$ cat src/rtl/mem_bist_ctrl.sv
// Memory BIST controller: fills DEPTH words with a selectable pattern, reads them back and compares in order.
// Optional idle watchdog enabled by defining MEM_BIST_TIMEOUT_EN.
module mem_bist_ctrl #(
    parameter int unsigned       DATA_W     = 32,
    parameter int unsigned       ADDR_W     = 24,
    parameter int unsigned       DEPTH      = 6,
    parameter logic [ADDR_W-1:0] BASE_ADDR  = '0,
    parameter logic [31:0]       CONST_PATT = 32'h00FFFFFF,
    parameter int unsigned       MAX_OUTST  = 4,
    parameter int unsigned       ERR_W      = 16
) (
    input  logic              clk_25_2m,
    input  logic              reset,
    input  logic              start,
    input  logic [1:0]        mode,
    input  logic              wr_rdy,
    output logic              wr_en,
    output logic [ADDR_W-1:0] wr_addr,
    output logic [DATA_W-1:0] wr_data,
    input  logic              rd_rdy,
    output logic              rd_en,
    output logic [ADDR_W-1:0] rd_addr,
    input  logic [DATA_W-1:0] rd_data,
    input  logic              rd_data_valid,
    output logic              busy,
    output logic              done,
    output logic              pass,
    output logic              fail,
    output logic [ERR_W-1:0]  err_cnt,
    output logic [ADDR_W-1:0] first_err_addr
);

    localparam int unsigned CNT_W = ADDR_W + 1;
    localparam int unsigned OUT_W = $clog2(MAX_OUTST + 1);
    localparam logic [CNT_W-1:0] DEPTH_C = CNT_W'(DEPTH);
    localparam logic [CNT_W-1:0] LAST    = CNT_W'(DEPTH - 1);
    localparam logic [OUT_W-1:0] OUT_MAX = OUT_W'(MAX_OUTST);

    localparam logic [2:0] S_IDLE  = 3'd0;
    localparam logic [2:0] S_WRITE = 3'd1;
    localparam logic [2:0] S_READ  = 3'd2;
    localparam logic [2:0] S_DRAIN = 3'd3;
    localparam logic [2:0] S_DONE  = 3'd4;

    logic [2:0]       state;
    logic [1:0]       mode_q;
    logic [CNT_W-1:0] wr_cnt;
    logic [CNT_W-1:0] rd_cnt;
    logic [CNT_W-1:0] cmp_idx;
    logic [OUT_W-1:0] outst;
    logic             in_rd_phase;
    logic             active;
    logic             overrun;
    logic             mismatch;
    logic             err_hit;
    logic             fail_nxt;

    function automatic logic [DATA_W-1:0] patt(input logic [1:0] m, input logic [CNT_W-1:0] a);
        logic [DATA_W-1:0] p;
        logic [CNT_W-1:0]  sh;
        p  = '0;
        sh = a % CNT_W'(DATA_W);
        case (m)
            2'd0:    p = DATA_W'(CONST_PATT);
            2'd1:    p = DATA_W'(a[ADDR_W-1:0]);
            2'd2:    p = DATA_W'(1) << sh;
            default: for (int unsigned i = 0; i < DATA_W; i++) p[i] = i[0] ^ a[0];
        endcase
        return p;
    endfunction

    // Strobes gate registered state with rdy, so nothing is offered while the RAM is not ready.
    assign wr_en = (state == S_WRITE) && wr_rdy;
    assign rd_en = (state == S_READ) && rd_rdy && (outst < OUT_MAX);

    always_comb begin
        in_rd_phase = (state == S_READ) || (state == S_DRAIN);
        active      = rd_data_valid && (in_rd_phase || (state == S_DONE));
        overrun     = active && ((cmp_idx == DEPTH_C) || (state == S_DONE));
        mismatch    = active && !overrun && (rd_data != patt(mode_q, cmp_idx));
        err_hit     = overrun || mismatch;
        fail_nxt    = fail || err_hit;
    end

`ifdef MEM_BIST_TIMEOUT_EN
    logic [15:0] wdog;
`endif

    always_ff @(posedge clk_25_2m) begin
        if (!reset) begin
            state          <= S_IDLE;
            mode_q         <= '0;
            wr_cnt         <= '0;
            rd_cnt         <= '0;
            cmp_idx        <= '0;
            outst          <= '0;
            wr_addr        <= '0;
            wr_data        <= '0;
            rd_addr        <= '0;
            busy           <= 1'b0;
            done           <= 1'b0;
            pass           <= 1'b0;
            fail           <= 1'b0;
            err_cnt        <= '0;
            first_err_addr <= '0;
`ifdef MEM_BIST_TIMEOUT_EN
            wdog           <= '0;
`endif
        end else begin
            // Compare/outstanding bookkeeping first; a start below overrides it.
            if (in_rd_phase) begin
                if (rd_en && !(rd_data_valid && outst != '0))
                    outst <= outst + 1'b1;
                else if (!rd_en && rd_data_valid && outst != '0)
                    outst <= outst - 1'b1;
            end
            if (active && !overrun)
                cmp_idx <= cmp_idx + 1'b1;
            if (err_hit) begin
                fail <= 1'b1;
                pass <= 1'b0;
                if (err_cnt != '1)
                    err_cnt <= err_cnt + 1'b1;
            end
            if (mismatch && !fail)
                first_err_addr <= BASE_ADDR + cmp_idx[ADDR_W-1:0];

            case (state)
                S_IDLE, S_DONE: begin
                    if (start) begin
                        mode_q         <= mode;
                        wr_cnt         <= '0;
                        rd_cnt         <= '0;
                        cmp_idx        <= '0;
                        outst          <= '0;
                        wr_addr        <= BASE_ADDR;
                        wr_data        <= patt(mode, '0);
                        rd_addr        <= BASE_ADDR;
                        busy           <= 1'b1;
                        done           <= 1'b0;
                        pass           <= 1'b0;
                        fail           <= 1'b0;
                        err_cnt        <= '0;
                        first_err_addr <= '0;
                        state          <= S_WRITE;
                    end
                end
                S_WRITE: begin
                    if (wr_en) begin
                        wr_addr <= wr_addr + 1'b1;
                        wr_data <= patt(mode_q, wr_cnt + 1'b1);
                        wr_cnt  <= wr_cnt + 1'b1;
                        if (wr_cnt == LAST)
                            state <= S_READ;
                    end
                end
                S_READ: begin
                    if (rd_en) begin
                        rd_addr <= rd_addr + 1'b1;
                        rd_cnt  <= rd_cnt + 1'b1;
                        if (rd_cnt == LAST)
                            state <= S_DRAIN;
                    end
                end
                S_DRAIN: begin
                    if (cmp_idx == DEPTH_C) begin
                        state <= S_DONE;
                        busy  <= 1'b0;
                        done  <= 1'b1;
                        pass  <= ~fail_nxt;
                    end
                end
                default: state <= S_IDLE;
            endcase

`ifdef MEM_BIST_TIMEOUT_EN
            if ((state == S_IDLE) || (state == S_DONE) || wr_en || rd_en || rd_data_valid) begin
                wdog <= '0;
            end else if (wdog == '1) begin
                wdog  <= '0;
                state <= S_DONE;
                busy  <= 1'b0;
                done  <= 1'b1;
                fail  <= 1'b1;
                pass  <= 1'b0;
            end else begin
                wdog <= wdog + 1'b1;
            end
`endif
        end
    end

endmodule
$ cat config.mk
export PLATFORM = sky130hd
export DESIGN_NAME = mem_bist_ctrl
export DESIGN_NICKNAME = d
export VERILOG_FILES = /design/src/rtl/mem_bist_ctrl.sv
export SDC_FILE = /design/constraint.sdc
export NUM_CORES = 1
export LEC_CHECK = 0
export BUFFER_PORTS_ARGS = -buffer_cell sky130_fd_sc_hd__buf_4
export CAP_MARGIN = 20
export CORE_MARGIN = 4
export CORE_UTILIZATION = 48
export DETAILED_ROUTE_END_ITERATION = 12
export PLACE_DENSITY_LB_ADDON = 0.3
export SYNTH_ARGS = -nofsm -noshare
export SYNTH_HDL_FRONTEND = slang
export SYNTH_SLANG_ARGS = --single-unit
$ cat constraint.sdc
create_clock -name clk_25_2m -period 4.9 [get_ports clk_25_2m]
set_clock_uncertainty 0.1 [all_clocks]
set_input_delay 0.735 -clock clk_25_2m [delete_from_list [all_inputs] [get_ports clk_25_2m]]
set_output_delay 0.735 -clock clk_25_2m [all_outputs]
set_load 0.02 [all_outputs]
==> out/qor.tcl <==
set qor(cts.path.max_buffers) 3
set qor(post-synth-top-area-cell) {sky130_fd_sc_hd__dfxtp_1}
set qor(routedWlPerCell_um) 16.6
set qor(slew_violations) 0
set qor(gr-usage-all-layers_pct) 22.5
set qor(grt_most_used_layer) {met2}
set qor(first_global_vias) 9863
set qor(arrival_ps) 4440
set qor(synthesized_area_fraction_occupied_by_ao_oa_aoi_and_oai_cells_pct) 16.7
set qor(core.rowCount) 55
set qor(cp_cell_sequence) {inv_1 -> ha_1 -> and4b_1 -> o22ai_2 -> xnor2_1 -> or3b_1 -> or4_1 -> or4_4 -> nand3_2 -> mux2i_1 -> nor2_1}
set qor(placed_cells) 1814
set qor(postRouteWirelength_um) 30800
set qor(worst_hold_path.endpoint) {wr_data[15]}
set qor(grt_first_pass_wirelength_um) 49500
set qor(final-instance-count-excl-fill) 1855
set qor(place.port_buffers) 165
set qor(clock_tree_from_tritoncts) {built}
set qor(synth_fa_ha_area_share_pct) 2.57
set qor(synth_enable_flop_cells) 0
set qor(cts.htree.levels) 1
set qor(ioPinCount) 166
set qor(tightestPinTransition_ps) 1070
set qor(synthToLayoutAreaGrowth_pct) 20.0
set qor(r2r_slack_ps) 740
set qor(n_antenna_cell) 0
set qor(postSynth.asyncResetShare_pct) 0
set qor(setup_repair_after_global_routing_missed_its_margin) {no}
set qor(power_per_cell_area_nw_per_um2) 285
set qor(critical_path.endpoint_type) {flip-flop}
set qor(worst_r2r_startpoint) {cmp_idx[0]}
set qor(synth_cells) 1397
set qor(ys_types) 73
set qor(power.leakage_nw) 5.36
set qor(period_needed_ps) 4160
set qor(critPathTopFamily) {simple AND/OR/NAND/NOR gates}
set qor(antenna_found_initial) 0
set qor(maxCapViolations) 0
set qor(initial_core_util_pct) 49.1
set qor(synthesized_area_per_cell_sq_um) 8.01
set qor(crit_buf_inv) 1
set qor(timing.hold.worst.start) {wr_data[15]}
set qor(vias_per_cell) 5.68
set qor(setup_tns_ps) 0
set qor(hold_path_stages) 2
set qor(hold_path.class) {flip-flop to flip-flop}
set qor(ant_nets) 0
set qor(dp_slack_ps) 741
set qor(fin_hold_ws_ps) 360
set qor(r2r_endpoint) {first_err_addr[22]}
set qor(fp.coreArea_sq_um) 22800
set qor(global_routing_usage_on_met2_pct) 38.1
set qor(drt_pass1_iterations) 5
set qor(design_area_sq_um) 13400
set qor(hold_viol) 0
set qor(detail_route.drc_violations) 0
set qor(mostFrequentLayoutCells) {sky130_fd_sc_hd__dfxtp_1, sky130_fd_sc_hd__buf_4, sky130_fd_sc_hd__nor2_1}
set qor(cts_num_sinks) 207
set qor(synth-seq-cells) 207
set qor(numCtsBuffers) 24
set qor(clock_insertion_delay_worst_skew_ps) 520
set qor(drt_iter0_markers) 704
set qor(design.final.nets) 1590
set qor(timing.setup.critical_path_class) {flip-flop to flip-flop}
set qor(cts_repair_resize_count) 0
set qor(grtUsageMet3_pct) 3.39
set qor(groute.layer.met1.usage_pct) 29.3
set qor(placed_cell_area_sq_um) 12700
set qor(path_max_fanout) 24
set qor(ctsRootBufferMaster) {sky130_fd_sc_hd__clkbuf_16}
set qor(synth_largest_type_area_fraction_pct) 37.0
set qor(report.power.total_mw) 3.83
set qor(required_ps) 5180
set qor(utilization_pct) 59.0
set qor(seq_area_frac_synth_pct) 37.0
set qor(xor_xnor_share_of_the_synthesized_area_pct) 9.16
set qor(overflow) 0
set qor(die-width_um) 161
set qor(chipHeight_um) 161
set qor(post-route-worst-setup-slack_ps) 743
set qor(die-area_sq_um) 25800
set qor(postSynthNetCount) 1460
set qor(run_status) {completed}
set qor(yosysWarningCount) 0
set qor(post_synth_main_area_contributors) {sky130_fd_sc_hd__dfxtp_1, sky130_fd_sc_hd__xor2_1, sky130_fd_sc_hd__nor2_1, sky130_fd_sc_hd__a21oi_1, sky130_fd_sc_hd__nand2_1}
set qor(worst_setup_hold_path_clk_slew_ps) 60
set qor(dp.final_hpwl_um) 21600
set qor(post-route-period-util_pct) 84.8
set qor(worst-r2r-cell-count) 11
set qor(cell_area_synth_sq_um) 11200
set qor(largest_family_of_logic_cells_by_synthesized_area) {simple AND/OR/NAND/NOR gates}
set qor(max_slew_headroom_pct) 28.6
set qor(setup.worst_path.start_class) {flip-flop}
set qor(final_layout_size_suffix_gt1_share_pct) 16.1
set qor(place_congestion) 0.943
set qor(max_stage_delay_ps) 630
set qor(holdBufCountCts) 0
set qor(synth.mux.area_fraction_pct) 2.24
set qor(setup-violations-final) 0
set qor(dr_total_vias) 10500
set qor(mostFrequentLayoutCell) {sky130_fd_sc_hd__dfxtp_1}
set qor(flip_flop_cell_with_the_highest_count_after_synthesis) {sky130_fd_sc_hd__dfxtp_1}
set qor(grt_max_degree) 90
set qor(post_synth_and_or_nand_nor_area_fraction_pct) 28.3
set qor(power.ir.vdd_worst_uv) 233
set qor(post_cts.repair.setup_buffers) 0
set qor(critical-path-slowest-cell) {sky130_fd_sc_hd__dfxtp_1}
set qor(max_freq_mhz) 241
-- tightest hold or removal path, delay by kind of cell, from the launching register on --
family             cells  cell delay (ps)
DFF                    1              300
AOI/OAI and AO/OA      1               60
and+or+nand+nor        1               50
-- layer usage --
layer	vias up	share of wire, %
li1	5203	-
met1	4944	43
met2	321	48
met3	68	5.8
met4	0	3.1
met5	-	0
-- how the worst max path moves through the flow --
stage | from | to | slack [ps] | depth (start not counted)
floorplan | cmp_idx[2] | err_cnt[15] | 1280 | 15
global placement | cmp_idx[0] | first_err_addr[6] | 870 | 11
detailed placement | cmp_idx[0] | first_err_addr[9] | 740 | 11
CTS | cmp_idx[0] | first_err_addr[22] | 720 | 11
global route | cmp_idx[0] | first_err_addr[22] | 520 | 11
finish | cmp_idx[0] | first_err_addr[22] | 740 | 11
-- report_power, final --
group          total, mW  internal (mW)  switching (mW)
clock network       1.75           1.05           0.705
logic              0.349          0.136           0.213
registers           1.73           1.71          0.0217
total               3.83           2.89           0.939
-- state kept, by name (all words and copies together), names as in the netlist, 2 cells and up --
| name | flops |
|---|---|
| rd_cnt | 25 |
| rd_addr | 24 |
| mode_q | 2 |
| outst | 3 |
| state | 3 |
| cmp_idx | 25 |
| first_err_addr | 24 |
| wr_cnt | 25 |
| wr_data | 32 |
| err_cnt | 16 |
| wr_addr | 24 |
-- cell usage after synthesis (5+ instances only) --
library cell,count
sky130_fd_sc_hd__dfxtp_1,207
sky130_fd_sc_hd__nor2_1,173
sky130_fd_sc_hd__nand2_1,121
sky130_fd_sc_hd__a21oi_1,108
sky130_fd_sc_hd__o21ai_0,81
sky130_fd_sc_hd__xor2_1,75
sky130_fd_sc_hd__clkbuf_1,62
sky130_fd_sc_hd__nand3_1,56
sky130_fd_sc_hd__xnor2_1,42
sky130_fd_sc_hd__nor2b_1,41
sky130_fd_sc_hd__nand4_1,35
sky130_fd_sc_hd__and3_1,28
sky130_fd_sc_hd__inv_1,27
sky130_fd_sc_hd__mux2i_1,25
sky130_fd_sc_hd__or3_1,24
sky130_fd_sc_hd__ha_1,23
sky130_fd_sc_hd__nor4_1,23
sky130_fd_sc_hd__nor3_1,17
sky130_fd_sc_hd__and2_1,15
sky130_fd_sc_hd__o31ai_1,14
sky130_fd_sc_hd__nand2b_1,13
sky130_fd_sc_hd__buf_2,11
sky130_fd_sc_hd__or4_1,11
sky130_fd_sc_hd__a22oi_1,10
sky130_fd_sc_hd__and4_1,10
sky130_fd_sc_hd__a21boi_0,9
sky130_fd_sc_hd__o22ai_1,9
sky130_fd_sc_hd__or2_2,9
sky130_fd_sc_hd__a211oi_1,8
sky130_fd_sc_hd__o221a_2,8
sky130_fd_sc_hd__nor4b_1,6
sky130_fd_sc_hd__o211a_1,6
sky130_fd_sc_hd__and4b_1,5
sky130_fd_sc_hd__nor3b_1,5
-- cell type report --
type / instances / area [sq um]
repair buffers: 186 / 1420
multi-input cells: 1080 / 6600
flip-flops and latches: 207 / 4140
inverters: 28 / 105
fillers: 2096 / 9350
clock inverters: 11 / 109
well taps: 313 / 392
clock buffers: 30 / 654
-- cell families (layout without fill, tap and decap cells) --
logic type	count (synthesis)	in the layout
AO/OA/AOI/OAI	300	300
XOR/XNOR	117	117
adder cells (fa/ha/maj)	23	23
buffers and inverters	110	255
flip-flops	207	207
multiplexers	25	25
AND/OR/NAND/NOR	615	615
Note: power is estimated with default switching activity, not from simulation.
